==> src/rtl/fifo_pkg.sv <==
// fifo_pkg: read-mode constants and pointer/count width helper for the sync FIFO family
package fifo_pkg;
    localparam int FIFO_MODE_STD  = 0;
    localparam int FIFO_MODE_FWFT = 1;
    function automatic int cnt_w(input int addr_w);
        return addr_w + 1;
    endfunction
endpackage

==> src/rtl/sync_fifo_flags_if.sv <==
// sync_fifo_flags_if: producer/consumer handshake, status and error bundle for sync_fifo_flags
interface sync_fifo_flags_if
    import fifo_pkg::*;
#(
    parameter int DATA_W = 32,
    parameter int ADDR_W = 3
);
    logic                       wr_en;
    logic [DATA_W-1:0]          wr_data;
    logic                       rd_en;
    logic [DATA_W-1:0]          rd_data;
    logic                       rd_valid;
    logic                       full;
    logic                       empty;
    logic                       almost_full;
    logic                       almost_empty;
    logic [cnt_w(ADDR_W)-1:0]   count;
    logic                       overflow;
    logic                       underflow;
    logic                       clr_err;
    modport master (
        output wr_en, wr_data, rd_en, clr_err,
        input  rd_data, rd_valid, full, empty, almost_full, almost_empty, count, overflow, underflow
    );
    modport slave (
        input  wr_en, wr_data, rd_en, clr_err,
        output rd_data, rd_valid, full, empty, almost_full, almost_empty, count, overflow, underflow
    );
endinterface

==> src/rtl/fifo_mem_2p.sv <==
// fifo_mem_2p: register array with synchronous write port and asynchronous read port
module fifo_mem_2p #(
    parameter int DATA_W = 32,
    parameter int ADDR_W = 3
) (
    input  logic              clk,
    input  logic              we,
    input  logic [ADDR_W-1:0] waddr,
    input  logic [DATA_W-1:0] wdata,
    input  logic [ADDR_W-1:0] raddr,
    output logic [DATA_W-1:0] rdata
);
    logic [DATA_W-1:0] mem_q [2**ADDR_W];
    always_ff @(posedge clk) begin
        if (we) mem_q[waddr] <= wdata;
    end
    assign rdata = mem_q[raddr];
endmodule

==> src/rtl/sync_fifo_flags.sv <==
// sync_fifo_flags: single-clock FIFO with registered/FWFT read, occupancy flags and sticky errors
module sync_fifo_flags
    import fifo_pkg::*;
#(
    parameter int DATA_W    = 32,
    parameter int ADDR_W    = 3,
    parameter int AF_THRESH = (2**ADDR_W) - 2,
    parameter int AE_THRESH = 1,
    parameter int FWFT      = FIFO_MODE_STD
) (
    input logic              clk,
    input logic              rst,
    sync_fifo_flags_if.slave bus
);
    localparam int CW = cnt_w(ADDR_W);
    localparam logic [CW-1:0] DEPTH_C = CW'(2**ADDR_W);
    localparam logic [CW-1:0] AF_C    = CW'(AF_THRESH);
    localparam logic [CW-1:0] AE_C    = CW'(AE_THRESH);
    logic [ADDR_W-1:0] wr_ptr_q, wr_ptr_d, rd_ptr_q, rd_ptr_d;
    logic [CW-1:0]     count_q, count_d;
    logic              ovf_q, ovf_d, udf_q, udf_d;
    logic              wr_ok, rd_ok;
    logic [DATA_W-1:0] head;
    assign bus.full         = count_q == DEPTH_C;
    assign bus.empty        = count_q == '0;
    assign bus.almost_full  = count_q >= AF_C;
    assign bus.almost_empty = count_q <= AE_C;
    assign bus.count        = count_q;
    assign bus.overflow     = ovf_q;
    assign bus.underflow    = udf_q;
    assign wr_ok = bus.wr_en && !bus.full;
    assign rd_ok = bus.rd_en && !bus.empty;
    // error set takes priority over clr_err in the same cycle
    always_comb begin
        wr_ptr_d = rst ? '0 : wr_ptr_q + ADDR_W'(wr_ok);
        rd_ptr_d = rst ? '0 : rd_ptr_q + ADDR_W'(rd_ok);
        count_d  = rst ? '0 : (wr_ok && !rd_ok) ? count_q + CW'(1) : (rd_ok && !wr_ok) ? count_q - CW'(1) : count_q;
        ovf_d    = !rst && ((bus.wr_en && !wr_ok) || (ovf_q && !bus.clr_err));
        udf_d    = !rst && ((bus.rd_en && !rd_ok) || (udf_q && !bus.clr_err));
    end
    always_ff @(posedge clk) begin
        wr_ptr_q <= wr_ptr_d;
        rd_ptr_q <= rd_ptr_d;
        count_q  <= count_d;
        ovf_q    <= ovf_d;
        udf_q    <= udf_d;
    end
    fifo_mem_2p #(.DATA_W(DATA_W), .ADDR_W(ADDR_W)) u_mem (
        .clk   (clk),
        .we    (wr_ok && !rst),
        .waddr (wr_ptr_q),
        .wdata (bus.wr_data),
        .raddr (rd_ptr_q),
        .rdata (head)
    );
    if (FWFT == FIFO_MODE_FWFT) begin : g_fwft
        assign bus.rd_data  = head;
        assign bus.rd_valid = !bus.empty;
    end else begin : g_std
        logic [DATA_W-1:0] rd_data_q, rd_data_d;
        logic              rd_valid_q, rd_valid_d;
        always_comb begin
            rd_data_d  = rst ? '0 : rd_ok ? head : rd_data_q;
            rd_valid_d = !rst && rd_ok;
        end
        always_ff @(posedge clk) begin
            rd_data_q  <= rd_data_d;
            rd_valid_q <= rd_valid_d;
        end
        assign bus.rd_data  = rd_data_q;
        assign bus.rd_valid = rd_valid_q;
    end
endmodule

==> src/flat_wrapper.sv <==
// flat-port wrapper written by rule: the top's interface ports become plain ports
module sync_fifo_flags_flat import fifo_pkg::*;
#(
    parameter int DATA_W    = 32,
    parameter int ADDR_W    = 3,
    parameter int AF_THRESH = (2**ADDR_W) - 2,
    parameter int AE_THRESH = 1,
    parameter int FWFT      = FIFO_MODE_STD
)
  (clk, rst, bus_wr_en, bus_wr_data, bus_rd_en, bus_clr_err, bus_rd_data, bus_rd_valid, bus_full, bus_empty, bus_almost_full, bus_almost_empty, bus_count, bus_overflow, bus_underflow);
  sync_fifo_flags_if #(.DATA_W(DATA_W), .ADDR_W(ADDR_W)) bus_i ();
  input logic clk;
  input logic rst;
  input wire logic [$bits(bus_i.wr_en)-1:0] bus_wr_en;
  input wire logic [$bits(bus_i.wr_data)-1:0] bus_wr_data;
  input wire logic [$bits(bus_i.rd_en)-1:0] bus_rd_en;
  input wire logic [$bits(bus_i.clr_err)-1:0] bus_clr_err;
  output wire logic [$bits(bus_i.rd_data)-1:0] bus_rd_data;
  output wire logic [$bits(bus_i.rd_valid)-1:0] bus_rd_valid;
  output wire logic [$bits(bus_i.full)-1:0] bus_full;
  output wire logic [$bits(bus_i.empty)-1:0] bus_empty;
  output wire logic [$bits(bus_i.almost_full)-1:0] bus_almost_full;
  output wire logic [$bits(bus_i.almost_empty)-1:0] bus_almost_empty;
  output wire logic [$bits(bus_i.count)-1:0] bus_count;
  output wire logic [$bits(bus_i.overflow)-1:0] bus_overflow;
  output wire logic [$bits(bus_i.underflow)-1:0] bus_underflow;
  assign bus_i.wr_en = bus_wr_en;
  assign bus_i.wr_data = bus_wr_data;
  assign bus_i.rd_en = bus_rd_en;
  assign bus_i.clr_err = bus_clr_err;
  assign bus_rd_data = bus_i.rd_data;
  assign bus_rd_valid = bus_i.rd_valid;
  assign bus_full = bus_i.full;
  assign bus_empty = bus_i.empty;
  assign bus_almost_full = bus_i.almost_full;
  assign bus_almost_empty = bus_i.almost_empty;
  assign bus_count = bus_i.count;
  assign bus_overflow = bus_i.overflow;
  assign bus_underflow = bus_i.underflow;
  sync_fifo_flags #(.DATA_W(DATA_W), .ADDR_W(ADDR_W), .AF_THRESH(AF_THRESH), .AE_THRESH(AE_THRESH), .FWFT(FWFT)) u_core (.clk(clk), .rst(rst), .bus(bus_i));
endmodule
==> config.mk <==
export PLATFORM = sky130hd
export DESIGN_NAME = sync_fifo_flags_flat
export DESIGN_NICKNAME = d
export VERILOG_FILES = /design/src/rtl/fifo_pkg.sv /design/src/rtl/sync_fifo_flags_if.sv /design/src/rtl/fifo_mem_2p.sv /design/src/rtl/sync_fifo_flags.sv /design/src/flat_wrapper.sv
export SDC_FILE = /design/constraint.sdc
export NUM_CORES = 1
export LEC_CHECK = 0
export CAP_MARGIN = 20
export CORE_ASPECT_RATIO = 0.9
export CORE_MARGIN = 3
export CORE_UTILIZATION = 45
export CTS_BUF_LIST = sky130_fd_sc_hd__clkbuf_4 sky130_fd_sc_hd__clkbuf_8 sky130_fd_sc_hd__clkbuf_16
export CTS_CLUSTER_DIAMETER = 100
export DETAILED_ROUTE_END_ITERATION = 16
export SYNTH_ARGS = -nofsm -noshare
export SYNTH_HDL_FRONTEND = slang
export SYNTH_SLANG_ARGS = --single-unit
==> constraint.sdc <==
create_clock -name clk -period 5.04 [get_ports clk]
set_input_delay 1.008 -clock clk [delete_from_list [all_inputs] [get_ports clk]]
set_output_delay 1.008 -clock clk [all_outputs]
set_load 0.01 [all_outputs]
==> impl_metrics.yaml, run 1 <==
worst_setup_path:
  crit_path_start_kind: "flip-flop"
  endpoint_kind: "primary output"
  required_ps: 4030
  worst_path_max_delay_cell: "clkdlybuf4s50_1"
  path_max_fanout: 7
  r2r_start: "u_core.bus.count[0]"
  r2r_slack_ps: 2270
  slowest_delay_ps: 600
  arrival_ps: 2090
  critical_path_class: "reg -> out"
  critPathLaunch: "u_core.bus.count[0]"
  path_cells: "inv_1, ha_1, nor3b_2, clkdlybuf4s50_1"
detailed_routing:
  viasPerCell: 5.34
  postRouteAntennaNets: 0
  drt_iter0_drc: 345
  dr.pass1.iters: 5
  drc: 0
  wl_per_cell_um: 19.8
  vias: 6118
  routed_wl_mm: 22.7
clock_tree:
  cts_hold_buf: 0
  cts_tree: "done"
  cts_setup_buffers: 0
  cts_root_buf: "clkbuf_16"
  cts_sinks: 301
  htreeDepth: 1
  worstSkewPairLatency_ps: 540
  clkSlewWorstSetupHoldPaths_ps: 60
  clock_path_buffers: 3
  cts_resized: 0
  cts_buffers: 29
synthesis:
  synth.yosys.seq_area_share_pct: 73.6
  yosys.area.top_type: "edfxtp_1"
  ys_ff_latch: 301
  synthTopCellsByCount: "edfxtp_1 (256), mux2i_1 (129), a22oi_1 (64), nor2_1 (49), dfxtp_1 (45)"
  netlist_area_um2: 11700
  synth-main-ff-cell: "edfxtp_1"
  synth_edf_count: 256
  synth_top_area_share_pct: 65.9
  syn_area_per_cell_um2: 16.7
  synth-async-reset-ratio_pct: 0
  ys_warn_count: 0
  synth_cell_types: 29
  synth_fp_nets: 746
  synth_most_common_cell: "edfxtp_1"
  post_synth_inst_count: 699
  ys_top_cells_by_area: "edfxtp_1 (66%), mux2i_1 (11%), dfxtp_1 (7.7%)"
place:
  post-place-cells: 1087
  finalWeightedCongestion: 0.738
  portBuffers: 79
  pre_cts_slack_ps: 1650
  placed_cell_area_um2: 12800
  dp_hpwl_mm: 12.7
power:
  ir_drop_uv: 329
  p_leak_uw: 0.00448
  power_density_nw_per_um2: 503
job:
  maxCapViolations: 0
timing:
  maxSlewHeadroom_pct: 30.4
  period_share_pct: 61.5
  worstMarginPinSlew_ps: 1040
  hold_slack_ps: 498
  clock.fmax_mhz: 322
  grt_setup_unrepaired: "no"
  skew_ps: 8.54
  tns_ps: 0
  hold_viol: 0
  finalCriticalPeriod_ps: 3100
  slew_viol_final: 0
  setup_viol: 0
  fin_ws_ps: 1940
final_layout:
  n_antenna_cell: 0
  drive_above_1_share_pct: 13.3
  finalNonFillerCells: 1145
  fillers: 2048
  areaGrowthSynthToFinish_pct: 19.1
  design_area_um2: 13900
  multi_input_area_um2: 2890
  final-seq-area_um2: 8590
  final_nets: 827
run_status:
  status: "complete, no violations"
global_route:
  grt_pass1_vias: 6431
  grt_pass1_wl_mm: 35.5
  grt_max_degree: 55
  antenna_found_initial: 0
  grt-ovfl-total: 0
  gr-usage-all-layers_pct: 16.0
floorplanning:
  start_util_pct: 46.1
  die_h_um: 159
  fp.dieW_um: 176
  ioPinCount: 80
  std_cell_rows: 55
  core_um2: 25300
  die-area_um2: 27900
worst_hold_path:
  hold_class: "reg -> reg"
  holdCritStartpoint: "u_core.bus.rd_data[0]"
==> per-layer routing <==
layer  vias up  global-route usage, %  wire length (um)
li1       2876                      -                 -
met1      3090                   22.4             10300
met2       124                   26.8             11100
met3        28                   2.32               857
met4         0                   3.42               409
met5         -                      0                 0
==> final cells by class <==
class                   instances  area share (%)
inverters                       3          0.0990
clock buffers                  33            5.44
flip-flops and latches        301            61.8
repair buffers                 91            6.82
clock inverters                21            1.97
well taps                     342            3.08
multi-input cells             354            20.8
==> flip-flops by register name (all words and copies together) (netlist names) <==
name                  cells
u_core.bus.count          4
u_core.bus.overflow       1
u_core.bus.rd_data       32
u_core.bus.rd_valid       1
u_core.bus.underflow      1
u_core.rd_ptr_q           3
u_core.u_mem.mem_q      256
u_core.wr_ptr_q           3
==> metrics by stage <==
step,total power (uW),utilization (%)
after floorplan,4220,-
after global placement,4720,50.4
after detailed placement,4760,50.4
after CTS,7080,54.5
after global routing,7320,54.9
final,6990,54.9
==> cell families after synthesis <==
group | share of synthesized area (%)
simple gates | 5.69
buf+inv | 2.39
compound gates | 5.82
fa+ha+maj | 1.07
mux | 11.1
flops | 73.6
xor+xnor | 0.375
==> worst max-delay path: cells and delay by family, from the launching register on <==
| family | cells | cell delay, ps |
|---|---|---|
| buffers and inverters | 2 | 730 |
| flip-flops | 1 | 380 |
| AND/OR/NAND/NOR | 1 | 280 |
| adder cells (fa/ha/maj) | 1 | 170 |
==> where the power goes <==
part	total [uW]	switching, uW	internal, uW
clock	2300	872	1430
combinational	1600	835	765
sequential	3090	195	2900
total	6990	1900	5090
==> path summary, 6_finish.rpt <==
| kind | to | depth (start not counted) |
|---|---|---|
| setup / recovery | bus_empty | 4 |
| setup reg to reg | u_core.u_mem.mem_q[3][17] | 6 |
| hold reg to reg | u_core.bus.rd_data[0] | 2 |
| hold / removal | u_core.bus.rd_data[0] | 2 |
==> cell usage in the layout (no fill, tap or decap), types with 8 or more instances in the layout <==
master / instances
a21oi_1: 36
a22oi_1: 64
buf_4: 8
clkbuf_16: 29
clkdlybuf4s50_1: 78
clkinv_1: 8
dfxtp_1: 44
edfxtp_1: 256
ha_1: 10
mux2i_1: 129
nor2_1: 42
nor3_2: 32
Note: power is estimated with default switching activity, not from simulation.
==> run 2, diff against run 1 <==
--- a/config.mk
+++ b/config.mk
@@ -12,6 +12,7 @@
 export CTS_BUF_LIST = sky130_fd_sc_hd__clkbuf_4 sky130_fd_sc_hd__clkbuf_8 sky130_fd_sc_hd__clkbuf_16
 export CTS_CLUSTER_DIAMETER = 100
 export DETAILED_ROUTE_END_ITERATION = 16
+export PLACE_DENSITY = 0.66
 export SYNTH_ARGS = -nofsm -noshare
 export SYNTH_HDL_FRONTEND = slang
 export SYNTH_SLANG_ARGS = --single-unit
==> constraint.sdc (replaced) <==
create_clock -name clk -period 2.85 [get_ports clk]
set_input_delay 0.57 -clock clk [delete_from_list [all_inputs] [get_ports clk]]
set_output_delay 0.57 -clock clk [all_outputs]
set_load 0.01 [all_outputs]
==> run 2 against run 1 <==
Compared with the run above:
- sequential power is 74% higher
- sequential share of layout area is 0.061 points lower
- hold slack better by 3.2 ps
- via count is 1.8% higher
- first-iteration DRC count is 37% higher
- non-clock buffer count is 9 higher
- count of clock-buffer cells in the layout is 7 higher
- critical endpoint is now bus_full
==> impl_metrics.yaml, run 2 (same netlist as run 1, synthesis figures left out) <==
power:
  ir_drop_uv: 754
  power_density_nw_per_um2: 876
  p_leak_uw: 0.00449
  power_uw: 12200
detailed_routing:
  drc: 0
  wl_per_cell_um: 20.5
  drt_iter0_drc: 473
  vias: 6227
  routed_wl_mm: 23.7
  dr.pass1.iters: 5
  postRouteAntennaNets: 0
  viasPerCell: 5.39
timing:
  worstMarginPinSlew_ps: 906
  fin_ws_ps: 222
  slew_viol_final: 0
  hold_viol: 0
  hold_slack_ps: 501
  grt_setup_unrepaired: "no"
  clock.fmax_mhz: 381
  setup_viol: 0
  period_share_pct: 92.2
  maxSlewHeadroom_pct: 39.5
  skew_ps: 27.3
  finalCriticalPeriod_ps: 2630
global_route:
  grt_pass1_wl_mm: 36.8
  antenna_found_initial: 0
  grt_pass1_vias: 6506
  grt_max_degree: 54
  gr-usage-all-layers_pct: 16.8
  grt-ovfl-total: 0
place:
  finalWeightedCongestion: 0.767
  pre_cts_slack_ps: 319
  dp_hpwl_mm: 14.9
  portBuffers: 79
  placed_cell_area_um2: 12900
floorplanning:
  std_cell_rows: 55
  start_util_pct: 46.1
  ioPinCount: 80
  fp.dieW_um: 176
  die-area_um2: 27900
  core_um2: 25300
  die_h_um: 159
final_layout:
  largest_reg_flops: 256
  fin_util_pct: 54.9
  n_antenna_cell: 0
  final_nets: 837
  top_register: "u_core.u_mem.mem_q"
  mostFrequentLayoutCells: "edfxtp_1 (256), mux2i_1 (129), clkdlybuf4s50_1 (78), a22oi_1 (64), dfxtp_1 (44)"
  drive_above_1_share_pct: 15.0
  areaGrowthSynthToFinish_pct: 19.2
  design_area_um2: 13900
  layout_commonest_cell: "edfxtp_1"
clock_tree:
  clock_path_buffers: 3
  cts_resized: 0
  cts_sinks: 301
  htreeDepth: 1
  clkSlewWorstSetupHoldPaths_ps: 60
  cts_setup_buffers: 0
  cts_buffers: 30
  cts_root_buf: "clkbuf_16"
  cts_hold_buf: 0
  worstSkewPairLatency_ps: 550
  cts_tree: "done"
worst_setup_path:
  path_max_fanout: 7
  endpoint_kind: "primary output"
  arrival_ps: 2060
  critical_path_class: "reg -> out"
  required_ps: 2280
  crit_path_start_kind: "flip-flop"
  r2r_start: "u_core.bus.count[0]"
  critPathLaunch: "u_core.bus.count[0]"
worst_hold_path:
  holdCritStartpoint: "u_core.bus.rd_data[0]"
  hold_class: "reg -> reg"
job:
  maxCapViolations: 0
run_status:
  status: "complete, no violations"
## run 2: cell types whose count changed in the layout (fill, tap and decap cells not counted), sizes merged
cell / previous run / this run
inv: 4 / 3
clkbuf: 33 / 40
clkinvlp: 0 / 3
clkinv: 13 / 11
bufinv: 7 / 2
buf: 13 / 22
## run 2: final cells by class
class	count	area, um2
Fill cell	2031	11400
Sequential cell	301	8590
Multi-Input combinational cell	354	2900
Timing Repair Buffer	100	1010
Clock buffer	40	826
Tap cell	342	428
Clock inverter	16	148
Inverter	3	13.8
## run 2: critical path: stages (launching register included)
cell,delay (ps)
dfxtp_1,470
inv_1,130
ha_1,220
and3b_1,210
clkdlybuf4s50_1,500
## run 2: power breakdown
part	internal (uW)	switching (uW)	leakage (uW)	total, uW
sequential	5120	247	0.00268	5370
combinational	1390	1620	0.00132	3010
clock	2220	1590	0.000481	3810
total	8740	3450	0.00449	12200
## run 2: worst paths after layout
| path | to | slack [ps] | cells after the start |
|---|---|---|---|
| min | u_core.bus.rd_data[0] | 500 | 2 |
| max reg2reg | u_core.u_mem.mem_q[0][8] | 380 | 7 |
| max | bus_full | 220 | 4 |
| min reg2reg | u_core.bus.rd_data[0] | 500 | 2 |
## run 2: metrics by stage
| stage | cells | TNS [ps] |
|---|---|---|
| 3_5_place_dp | 1100 | 0 |
| 3_3_place_gp | 1100 | 0 |
| 5_1_grt | 1156 | 0 |
| 4_1_cts | 1156 | 0 |
| 6_report | 1156 | 0 |
| 2_1_floorplan | 699 | -59710 |
## run 2: routing by layer
metal / GRT usage (%) / wire, um / up-vias
li1: - / - / 2888
met1: 24.5 / 10700 / 3099
met2: 26.6 / 11000 / 208
met3: 2.75 / 1710 / 32
met4: 3.53 / 354 / 0
met5: 0 / 0 / -
